$ cat config.mk
export PLATFORM = sky130hd
export DESIGN_NAME = blctrl_scheduler_flat
export DESIGN_NICKNAME = d
export VERILOG_FILES = /design/src/rtl/blctrl_scheduler_if.sv /design/src/rtl/blctrl_scheduler.sv /design/src/flat_wrapper.sv
export SDC_FILE = /design/constraint.sdc
export NUM_CORES = 1
export LEC_CHECK = 0
export BUFFER_PORTS_ARGS = -buffer_cell sky130_fd_sc_hd__buf_2
export CAP_MARGIN = 20
export CORE_MARGIN = 4
export CORE_UTILIZATION = 50
export DETAILED_ROUTE_END_ITERATION = 12
export GPL_TIMING_DRIVEN = 0
export PLACE_DENSITY = 0.8
export SYNTH_ARGS = -nofsm -noshare
export SYNTH_HDL_FRONTEND = slang
export SYNTH_SLANG_ARGS = --single-unit
$ cat constraint.sdc
create_clock -name clk -period 6.5 [get_ports clk]
set_input_delay 0.65 -clock clk [delete_from_list [all_inputs] [get_ports clk]]
set_output_delay 0.65 -clock clk [all_outputs]
set_load 0.01 [all_outputs]
$ cat src/rtl/blctrl_scheduler_if.sv
// Handshake between the BL-Ctrl scheduler and the shared I2C master byte engine.
// The scheduler holds req/addr/data until ack, then waits for a done pulse qualified by nack.
interface blctrl_scheduler_if;
  logic       i2c_req;
  logic [6:0] i2c_addr;
  logic [7:0] i2c_data;
  logic       i2c_ack;
  logic       i2c_done;
  logic       i2c_nack;

  modport master (
    output i2c_req, i2c_addr, i2c_data,
    input  i2c_ack, i2c_done, i2c_nack
  );

  modport slave (
    input  i2c_req, i2c_addr, i2c_data,
    output i2c_ack, i2c_done, i2c_nack
  );
endinterface

$ cat src/rtl/blctrl_scheduler.sv
// Round-robin scheduler that turns latched DShot throttle bytes into BL-Ctrl I2C speed writes,
// with a global keep-alive refresh and a per-channel failsafe that forces throttle to zero.
module blctrl_scheduler #(
  parameter int         NUM_MOTORS      = 8,
  parameter logic [6:0] BASE_ADDR       = 7'h29,
  parameter int         REFRESH_CYCLES  = 16000,
  parameter int         FAILSAFE_CYCLES = 1600000,
  parameter int         TXN_TIMEOUT     = 4096
) (
  input  logic                    clk,
  input  logic                    rst,
  input  logic                    master_enable,
  input  logic [NUM_MOTORS-1:0]   motor_enable,
  input  logic [8*NUM_MOTORS-1:0] speed_flat,
  input  logic [NUM_MOTORS-1:0]   speed_valid,
  blctrl_scheduler_if.master      bus,
  input  logic                    nack_clear,
  output logic [NUM_MOTORS-1:0]   failsafe,
  output logic [NUM_MOTORS-1:0]   nack_sticky,
  output logic                    busy,
  output logic [2:0]              cur_motor
);

  localparam int RW = $clog2(REFRESH_CYCLES);
  localparam int FW = $clog2(FAILSAFE_CYCLES);
  localparam int TW = $clog2(TXN_TIMEOUT);
  localparam logic [RW-1:0] REF_LAST = RW'(REFRESH_CYCLES - 1);
  localparam logic [FW-1:0] FS_LAST  = FW'(FAILSAFE_CYCLES - 1);
  localparam logic [TW-1:0] TXN_LAST = TW'(TXN_TIMEOUT - 1);

  typedef enum logic [1:0] {IDLE, REQ, WAIT} state_t;

  state_t                  state;
  logic [7:0]              shadow [NUM_MOTORS];
  logic [FW-1:0]           fs_cnt [NUM_MOTORS];
  logic [NUM_MOTORS-1:0]   pending;
  logic [NUM_MOTORS-1:0]   pending_nxt;
  logic [NUM_MOTORS-1:0]   fs_trip;
  logic [NUM_MOTORS-1:0]   cand;
  logic [NUM_MOTORS-1:0]   nack_set;
  logic [RW-1:0]           ref_cnt;
  logic [TW-1:0]           txn_cnt;
  logic [2:0]              rr_ptr;
  logic [2:0]              pick;
  logic                    ref_wrap;
  logic                    sel_go;

  // First requesting motor at or after ptr, wrapping 7 -> 0.
  function automatic logic [2:0] rr_pick(input logic [NUM_MOTORS-1:0] req, input logic [2:0] ptr);
    logic [2:0] p;
    logic [2:0] i;
    logic       found;
    p     = ptr;
    found = 1'b0;
    for (int k = 0; k < NUM_MOTORS; k++) begin
      i = ptr + 3'(k);
      if (!found && req[i]) begin
        p     = i;
        found = 1'b1;
      end
    end
    return p;
  endfunction

  always_comb begin
    ref_wrap = (ref_cnt == REF_LAST);
    cand     = pending & motor_enable;
    pick     = rr_pick(cand, rr_ptr);
    sel_go   = (state == IDLE) && master_enable && (cand != '0);
    for (int i = 0; i < NUM_MOTORS; i++) begin
      fs_trip[i] = (fs_cnt[i] == FS_LAST) && !failsafe[i] && !speed_valid[i];
    end
    // Sets are applied after the snapshot clear so a same-cycle set wins.
    pending_nxt = pending;
    if (sel_go) pending_nxt[pick] = 1'b0;
    pending_nxt = pending_nxt | speed_valid | fs_trip | (ref_wrap ? motor_enable : '0);
    nack_set = '0;
    if (state == WAIT && ((bus.i2c_done && bus.i2c_nack) || (!bus.i2c_done && txn_cnt == TXN_LAST)))
      nack_set[cur_motor] = 1'b1;
  end

  always_ff @(posedge clk) begin
    if (rst) begin
      pending  <= '0;
      failsafe <= '0;
      ref_cnt  <= '0;
      for (int i = 0; i < NUM_MOTORS; i++) begin
        shadow[i] <= '0;
        fs_cnt[i] <= '0;
      end
    end else begin
      pending <= pending_nxt;
      ref_cnt <= ref_wrap ? '0 : ref_cnt + 1'b1;
      for (int i = 0; i < NUM_MOTORS; i++) begin
        if (speed_valid[i]) begin
          shadow[i]   <= speed_flat[8*(NUM_MOTORS-1-i) +: 8];
          fs_cnt[i]   <= '0;
          failsafe[i] <= 1'b0;
        end else begin
          if (fs_cnt[i] != FS_LAST) fs_cnt[i] <= fs_cnt[i] + 1'b1;
          if (fs_trip[i]) begin
            failsafe[i] <= 1'b1;
            shadow[i]   <= '0;
          end
        end
      end
    end
  end

  always_ff @(posedge clk) begin
    if (rst) begin
      state        <= IDLE;
      bus.i2c_req  <= 1'b0;
      bus.i2c_addr <= '0;
      bus.i2c_data <= '0;
      cur_motor    <= '0;
      rr_ptr       <= '0;
      txn_cnt      <= '0;
      nack_sticky  <= '0;
    end else begin
      nack_sticky <= (nack_clear ? '0 : nack_sticky) | nack_set;
      case (state)
        IDLE: begin
          if (sel_go) begin
            cur_motor    <= pick;
            bus.i2c_addr <= BASE_ADDR + {4'd0, pick};
            bus.i2c_data <= shadow[pick];
            bus.i2c_req  <= 1'b1;
            state        <= REQ;
          end
        end
        REQ: begin
          if (bus.i2c_ack) begin
            bus.i2c_req <= 1'b0;
            txn_cnt     <= '0;
            state       <= WAIT;
          end
        end
        WAIT: begin
          // A NACKed or timed-out motor is not re-armed; the next refresh retries it.
          if (bus.i2c_done || txn_cnt == TXN_LAST) begin
            rr_ptr <= cur_motor + 3'd1;
            state  <= IDLE;
          end else begin
            txn_cnt <= txn_cnt + 1'b1;
          end
        end
        default: state <= IDLE;
      endcase
    end
  end

  assign busy = (state != IDLE);

endmodule

$ cat src/flat_wrapper.sv
// flat-port wrapper written by rule: the top's interface ports become plain ports
module blctrl_scheduler_flat 
#(
  parameter int         NUM_MOTORS      = 8,
  parameter logic [6:0] BASE_ADDR       = 7'h29,
  parameter int         REFRESH_CYCLES  = 16000,
  parameter int         FAILSAFE_CYCLES = 1600000,
  parameter int         TXN_TIMEOUT     = 4096
)
  (clk, rst, master_enable, motor_enable, speed_flat, speed_valid, nack_clear, failsafe, nack_sticky, busy, cur_motor, bus_i2c_req, bus_i2c_addr, bus_i2c_data, bus_i2c_ack, bus_i2c_done, bus_i2c_nack);
  blctrl_scheduler_if bus_i ();
  input  logic clk;
  input  logic rst;
  input  logic master_enable;
  input  logic [NUM_MOTORS-1:0] motor_enable;
  input  logic [8*NUM_MOTORS-1:0] speed_flat;
  input  logic [NUM_MOTORS-1:0] speed_valid;
  input  logic nack_clear;
  output logic [NUM_MOTORS-1:0] failsafe;
  output logic [NUM_MOTORS-1:0] nack_sticky;
  output logic busy;
  output logic [2:0] cur_motor;
  output wire logic [$bits(bus_i.i2c_req)-1:0] bus_i2c_req;
  output wire logic [$bits(bus_i.i2c_addr)-1:0] bus_i2c_addr;
  output wire logic [$bits(bus_i.i2c_data)-1:0] bus_i2c_data;
  input wire logic [$bits(bus_i.i2c_ack)-1:0] bus_i2c_ack;
  input wire logic [$bits(bus_i.i2c_done)-1:0] bus_i2c_done;
  input wire logic [$bits(bus_i.i2c_nack)-1:0] bus_i2c_nack;
  assign bus_i2c_req = bus_i.i2c_req;
  assign bus_i2c_addr = bus_i.i2c_addr;
  assign bus_i2c_data = bus_i.i2c_data;
  assign bus_i.i2c_ack = bus_i2c_ack;
  assign bus_i.i2c_done = bus_i2c_done;
  assign bus_i.i2c_nack = bus_i2c_nack;
  blctrl_scheduler #(.NUM_MOTORS(NUM_MOTORS), .BASE_ADDR(BASE_ADDR), .REFRESH_CYCLES(REFRESH_CYCLES), .FAILSAFE_CYCLES(FAILSAFE_CYCLES), .TXN_TIMEOUT(TXN_TIMEOUT)) u_core (.clk(clk), .rst(rst), .master_enable(master_enable), .motor_enable(motor_enable), .speed_flat(speed_flat), .speed_valid(speed_valid), .bus(bus_i), .nack_clear(nack_clear), .failsafe(failsafe), .nack_sticky(nack_sticky), .busy(busy), .cur_motor(cur_motor));
endmodule
# Word level (Yosys, flattened, before mapping)

Memory sizes are Yosys's and may differ from the RTL's. A register that Yosys moved wholly into a read port is not among the register bits.
Cells that the tools add are included.

Output and inout port bits: 36
Word-level logic and storage cells: 358
Flip-flop bits (word level): 66
Memory bits (writable): 232
Input port bits: 87
Memories: 2

Memory list:

| memory        | depth | bits a word | read ports | clocked after Yosys merged registers in | wr ports | RTL line               | text |
|---|---|---|---|---|---|---|---|
| u_core.fs_cnt | 8     | 21          | 8          | 0                                       | 8        | blctrl_scheduler.sv:35 | `logic [FW-1:0] fs_cnt [NUM_MOTORS];` |
| u_core.shadow | 8     | 8           | 1          | 1                                       | 8        | blctrl_scheduler.sv:34 | `logic [7:0] shadow [NUM_MOTORS];` |

Mux-type cells: 170
Reduce and logical (&&, ||, !) cells: 75
Equal/unequal tests: 24
Magnitude comparators: 12
Add/sub/neg operators: 19
Bitwise gates (word level): 39

Operator list:

| kind                                                                         | count |
|---|---|
| 21-bit two-way mux                                                           | 16 |
| 21-bit by 1-bit adder with 21-bit output, second input constant              | 8 |
| 21-bit == test, second input constant                                        | 8 |
| 21-bit inequality test, second input constant                                | 8 |
| 8-bit two-way mux                                                            | 20 |
| 1-bit two-way mux                                                            | 109 |
| 3-bit by 4-bit less-than comparator with 1-bit output, second input constant | 10 |
| 1-bit bitwise OR                                                             | 32 |
| 8-bit bitwise OR                                                             | 4 |
| 1-bit logical AND                                                            | 30 |
| 1-bit binary-select mux with 3-bit select                                    | 8 |
| 1-bit zero test                                                              | 24 |
| 12-bit two-way mux                                                           | 2 |
| 12-bit case mux with 2 select lines                                          | 1 |
| 3-bit two-way mux                                                            | 7 |
| 2-bit OR reduction                                                           | 9 |
| 8-bit bitwise AND                                                            | 2 |
| 14-bit by 1-bit adder with 14-bit output, second input constant              | 1 |
| 14-bit == test, second input constant                                        | 1 |
| 12-bit by 1-bit adder with 12-bit output, second input constant              | 1 |
| 3-bit adder, second input constant                                           | 4 |
| 12-bit == test, second input constant                                        | 1 |
| 3-bit AND reduction                                                          | 3 |
| 8-bit NOT                                                                    | 1 |
| other kinds (17)                                                             | 29 |

# Depth between registers and ports, before layout

Depth in word-level cells: 35
Gate-level depth with buffers: 13
Gate-level depth less buffers: 11

# Least setup slack after synthesis

OpenSTA, ideal clock, no wires.

Path kind: flip-flop to flip-flop
From: reg u_core.rr_ptr[0]
To: reg u_core.bus.i2c_data[3], read port of u_core.shadow
Buffers on the path: 2
Slack: 3414 ps
Setup time: 87 ps
Cell stages (with the launch flop): 14
Required time: 6413 ps
Period minus slack after synthesis: 3086 ps
Data arrival time: 3000 ps
Cell sequence: dfxtp_1 > buf_6 > inv_2 > ha_1 > xnor2_2 > mux4_2 > mux2i_1 > nor2_1 > a221oi_2 > xnor2_2 > buf_6 > mux2i_1 > mux2_2 > a221oi_2

Longest elaborated chain between the ends: 24
Elaborated cells between the ends (all ways): 51
Classes of those cells: 7 x add/sub; 30 x mux; 14 x reduce/logical

Ends and longest elaborated chain:

| what                                                                            | RTL line                  | text |
|---|---|---|
| start: declaration                                                              | blctrl_scheduler.sv:43    | `logic [2:0] rr_ptr;` |
| start signal: assignment                                                        | blctrl_scheduler.sv:142   | `rr_ptr <= cur_motor + 3'd1;` |
| branches (longest 23 deep; another with 3-bit by 1-bit adder with 3-bit output) | n/a                       |  |
| 3-bit two-way mux *                                                             | blctrl_scheduler.sv:57    | `if (!found && req[i]) begin` |
| end: declaration                                                                | blctrl_scheduler_if.sv:12 | `output i2c_req, i2c_addr, i2c_data,` |

Every way passes the cells marked *. The select of a mux whose other input is x is not followed.
A chain may end at the register's enable or synchronous reset.

# Final worst setup path

From: reg u_core.rr_ptr[0]
To: reg u_core.pending[6]

Longest elaborated chain between the ends: 34
Elaborated cells between the ends (all ways): 62
Classes of those cells: 7 x add/sub; 2 x order compare; 33 x mux; 5 x bitwise; 15 x reduce/logical

Ends and longest elaborated chain:

| what                                                                                                                                                               | RTL line               | text |
|---|---|---|
| branches (longest 23 deep; another with 3-bit by 1-bit adder with 3-bit output)                                                                                    | n/a                    |  |
| 3-bit two-way mux *                                                                                                                                                | blctrl_scheduler.sv:57 |  |
| 3-bit by 4-bit less-than comparator with 1-bit output (not written as such) / 3-bit by 1-bit greater-or-equal comparator with 1-bit output (equally long branches) | blctrl_scheduler.sv:75 | `if (sel_go) pending_nxt[pick] = 1'b0;` |
| 1-bit logical AND (not written as such)                                                                                                                            | blctrl_scheduler.sv:75 |  |
| 1-bit two-way mux (not written as such)                                                                                                                            | blctrl_scheduler.sv:75 |  |
| 1-bit demux with 3-bit select *                                                                                                                                    | n/a                    |  |
| 8-bit NOT (no source line) *                                                                                                                                       | n/a                    |  |
| 8-bit bitwise AND (no source line) *                                                                                                                               | n/a                    |  |
| 8-bit two-way mux *                                                                                                                                                | blctrl_scheduler.sv:75 |  |
| 8-bit bitwise OR * (3 in series)                                                                                                                                   | blctrl_scheduler.sv:76 | `pending_nxt = pending_nxt \| speed_valid \| fs_trip \| (ref_wrap ? motor_enable : '0);` |
| end signal: assignment                                                                                                                                             | blctrl_scheduler.sv:92 | `pending <= pending_nxt;` |
| end: declaration                                                                                                                                                   | blctrl_scheduler.sv:36 | `logic [NUM_MOTORS-1:0] pending;` |

Marks and branches as above.

==> results.tsv <==
stage	metric	value	unit
status	outcome	complete, no violations	
synth	post_synthesis_cell_type_with_the_largest_combined_area	sky130_fd_sc_hd__edfxtp_1	
detailed_routing	antenna_violating_nets_post_route	0	
critical_path	critPathArrivalTime	4.03	ns
floorplan	num_io_pins	123	
critical_path	path_max_fanout	10	
global_route	first_global_vias	11400	
synth	async_flop_share	0	
sta	final_min_period_over_clock_period	0.5642	
synth	synth_top_family_by_area	simple AND/OR/NAND/NOR gates	
synth	postSynthAreaPerCell	10.68	um^2
clock_network	cts_bufs_inserted	35	
critical_path	crit_path_start_kind	register	
run	drv_cap	0	
critical_path	cp_num_buf_inv	3	
sta	timing.slew.headroom	0.3217	
global_route	grt_first_pass_wirelength	58.93	mm
synth	post_synth_mux_area_share	0.05622	
detailed_routing	routed-via-count	11690	
sta	timing.setup.tns	0	ns
synth	yosysWarnings	0	
floorplan	std_cell_rows	64	
clock_network	cts_max_path_buffers	3	
sta	final_hold_viol_count	0	
clock_network	cts_post_setup_buffers_inserted	0	
clock_network	total_number_of_h_tree_levels	2	
detailed_routing	dr.pass1.iters	5	
synth	post_synth_xor_area_fraction	0.09565	
sta	timing.hold.ws	0.4006	ns
detailed_routing	vias_per_cell	5.665	
critical_path	worstSetupPathType	register to register	
placed_design	port_bufs	121	
floorplan	coreArea	30910	um^2
critical_path	timing.critical_path.max_delay_family	compound AO/OA/AOI/OAI gates	
synth	synth_simple_gate_area_share	0.2184	
placed_design	hpwl	27.67	mm
synth	synth-adder-area-share	0.01029	
synth	synth.top_cells.by_area	sky130_fd_sc_hd__edfxtp_1 44%, sky130_fd_sc_hd__dfxtp_1 9.2%, sky130_fd_sc_hd__nor2_1 6.3%	
synth	ys_dominant_reg_cell	sky130_fd_sc_hd__edfxtp_1	
detailed_routing	wl	37.87	mm
synth	post_synth_instance_area	15800	um^2
synth	synth_top_area_frac	0.4409	
critical_path	critical_path_required	6.86	ns
detailed_routing	wl_per_cell	18.36	um
sta	post-route-worst-setup-slack	2.833	ns
sta	max_freq	272.7	MHz
floorplan	fp.dieH	185.8	um
critical_path	cpMostUsedCell	sky130_fd_sc_hd__xnor2_2	
power_and_ir_drop	p_leak	6.881	nW
detailed_routing	route.detailed.drc	0	
sta	transition_time_at_the_pin_with_the_least_slew_margin	1.011	ns
sta	period_needed	3.667	ns
cells_and_area	antenna-diode-count	0	
clock_network	post_cts_resize_count	0	
worst_hold_path	holdCritPathClass	primary input to register	
clock_network	clkSinkCount	305	
synth	area_fraction_in_compound_gates_after_synthesis	0.06073	
global_route	grt.total_usage	0.2150	
clock_network	cts_tree	built	
critical_path	critical-path-max-stage-delay	0.41	ns
power_and_ir_drop	power	4.594	mW
global_route	pin_count_of_the_biggest_net_entering_global_routing	22	
critical_path	timing.critical_path.cells	buf_6, inv_2, ha_1, xnor2_2, mux4_2, mux2i_1, nor2_1, a221oi_2, xnor2_2, buf_4, nand2_1, o31ai_1, a31oi_1	
power_and_ir_drop	p_per_area	254.4	nW/um^2
critical_path	crit_path_top_delay_cell	sky130_fd_sc_hd__mux4_2	
clock_network	cts.hold.buffers_added	0	
sta	final_worst_clock_skew	0.02095	ns
sta	timing.final.max_slew_violations	0	
cells_and_area	finalNetCount	1742	
synth	synth_sequential_area_ratio	0.5333	
floorplan	floorplan.die.width	185.8	um
global_route	antenna_found_initial	2	
floorplan	start_util	0.5113	
cells_and_area	layout-drive-gt1-share	0.1506	
cells_and_area	seqCellArea	8428	um^2
cells_and_area	area.growth.synth_to_final	14.28	%
sta	timing.final.setup_violations	0	
synth	post_synth_inst_count	1480	
cells_and_area	layout.core_utilization	0.5842	
synth	number_of_synthesized_flops_with_an_enable_pin	232	
power_and_ir_drop	vdd_ir_max	0.1800	mV
cells_and_area	multi_input_gate_area	6977	um^2
placed_design	gp_congestion	0.9326	
cells_and_area	fillers	2523	
synth	syn_nets	1580	
clock_network	cts_root_buf	sky130_fd_sc_hd__clkbuf_16	
synth	synth_seq_cells	305	
sta	rsz_0062_raised_after_global_routing	no	
global_route	globalRoute.totalOverflow	0	
placed_design	place_ws	2.896	ns
clock_network	insertion_delay	0.53	ns
critical_path	cp-end-kind	register	
floorplan	floorplan.die_area	34510	um^2
clock_network	path_clk_slew	0.06	ns
detailed_routing	dr.first_iter.drc_count	1136	
synth	post_synth_num_cell_types	71	
[cells by family after synthesis]
logic type,count (synthesis)
other,1
buffers and inverters,75
flip-flops,305
multiplexers,70
adder cells (fa/ha/maj),13
XOR/XNOR,170
AND/OR/NAND/NOR,707
AO/OA/AOI/OAI,139
[cells in the final DEF (no fill, tap or decap), types with 5 or more instances in the layout]
master	count
sky130_fd_sc_hd__nor2_1	264
sky130_fd_sc_hd__edfxtp_1	232
sky130_fd_sc_hd__buf_2	122
sky130_fd_sc_hd__xor2_1	101
sky130_fd_sc_hd__nand2_1	96
sky130_fd_sc_hd__nand3_1	88
sky130_fd_sc_hd__dfxtp_1	73
sky130_fd_sc_hd__and2_1	70
sky130_fd_sc_hd__xnor2_1	66
sky130_fd_sc_hd__and3_1	45
sky130_fd_sc_hd__clkbuf_1	39
sky130_fd_sc_hd__mux2i_1	37
sky130_fd_sc_hd__clkbuf_16	36
sky130_fd_sc_hd__nand4_1	33
sky130_fd_sc_hd__a21oi_1	31
sky130_fd_sc_hd__o21ai_0	30
sky130_fd_sc_hd__nor3_1	29
sky130_fd_sc_hd__inv_1	26
sky130_fd_sc_hd__mux2_2	19
sky130_fd_sc_hd__nor2b_1	14
sky130_fd_sc_hd__ha_1	13
sky130_fd_sc_hd__nand2b_1	12
sky130_fd_sc_hd__or3_1	12
sky130_fd_sc_hd__o21a_1	12
sky130_fd_sc_hd__mux4_2	11
sky130_fd_sc_hd__a211oi_1	11
sky130_fd_sc_hd__and4_1	9
sky130_fd_sc_hd__a221oi_2	9
sky130_fd_sc_hd__buf_6	8
sky130_fd_sc_hd__o21bai_1	8
sky130_fd_sc_hd__nor4_1	7
sky130_fd_sc_hd__clkbuf_8	6
sky130_fd_sc_hd__buf_4	6
sky130_fd_sc_hd__o21ai_1	5
sky130_fd_sc_hd__o31ai_1	5
sky130_fd_sc_hd__a31oi_1	5
sky130_fd_sc_hd__a32oi_1	5
[cells in the mapped netlist, types with 12 or more instances]
master and count:
sky130_fd_sc_hd__a21oi_1 31, sky130_fd_sc_hd__and2_1 70, sky130_fd_sc_hd__and3_1 45, sky130_fd_sc_hd__clkbuf_1 27, sky130_fd_sc_hd__dfxtp_1 73, sky130_fd_sc_hd__edfxtp_1 232, sky130_fd_sc_hd__ha_1 13, sky130_fd_sc_hd__inv_1 26
sky130_fd_sc_hd__mux2_2 19, sky130_fd_sc_hd__mux2i_1 37, sky130_fd_sc_hd__nand2_1 96, sky130_fd_sc_hd__nand2b_1 12, sky130_fd_sc_hd__nand3_1 88, sky130_fd_sc_hd__nand4_1 33, sky130_fd_sc_hd__nor2_1 264, sky130_fd_sc_hd__nor2b_1 14
sky130_fd_sc_hd__nor3_1 29, sky130_fd_sc_hd__o21a_1 12, sky130_fd_sc_hd__o21ai_0 32, sky130_fd_sc_hd__or3_1 12, sky130_fd_sc_hd__xnor2_1 66, sky130_fd_sc_hd__xor2_1 101
[final timing paths]
kind / from / to / slack (ns) / cells past startpoint
max: u_core.rr_ptr[0]$_SDFFE_PP0P_ / u_core.pending[6]$_SDFF_PP0_ / 2.83 / 13
min reg2reg: u_core.bus.i2c_req$_SDFFE_PP0P_ / u_core.bus.i2c_req$_SDFFE_PP0P_ / 0.46 / 2
max reg2reg: u_core.rr_ptr[0]$_SDFFE_PP0P_ / u_core.pending[6]$_SDFF_PP0_ / 2.83 / 13
min: speed_flat[15] / u_core.shadow[6][7]$_SDFFCE_PP0P_ / 0.40 / 2
[sequential cells by signal, indices dropped and copies added (netlist names)]
name	count
u_core.bus.i2c_req	1
u_core.state	2
u_core.fs_cnt	168
u_core.failsafe	8
u_core.bus.i2c_addr	6
u_core.pending	8
u_core.shadow	64
u_core.bus.i2c_data	8
u_core.cur_motor	3
u_core.nack_sticky	8
u_core.txn_cnt	12
u_core.ref_cnt	14
u_core.rr_ptr	3
[where the power goes]
group / internal, mW / leakage (nW) / total [mW] / switching, mW
logic: 0.188 / 2.98 / 0.466 / 0.278
registers: 2.14 / 3.35 / 2.18 / 0.0407
clock network: 1.17 / 0.545 / 1.95 / 0.780
[layer usage]
layer	vias up	global-route usage	wire [um]
met5	-	0	21
met4	4	0.06733	1049
met3	71	0.03987	2815
met2	412	0.3556	17920
met1	5574	0.2897	16070
li1	5625	-	-
[area by class of cell]
cell class | count | area share
Clock inverter | 12 | 0.008522
Buffer | 45 | 0.01580
Sequential cell | 305 | 0.4667
Inverter | 30 | 0.006236
Tap cell | 396 | 0.02744
Clock buffer | 50 | 0.05390
Timing Repair Buffer | 125 | 0.03506
Multi-Input combinational cell | 1100 | 0.3863
[per-stage QoR]
step | cell area (um^2) | cells
2_1_floorplan | 15800 | 1480
3_3_place_gp | 16900 | 1997
3_5_place_dp | 16930 | 2001
4_1_cts | 18060 | 2063
5_1_grt | 18060 | 2063
6_report | 18060 | 2063
Power figures use the tool's default switching activity.
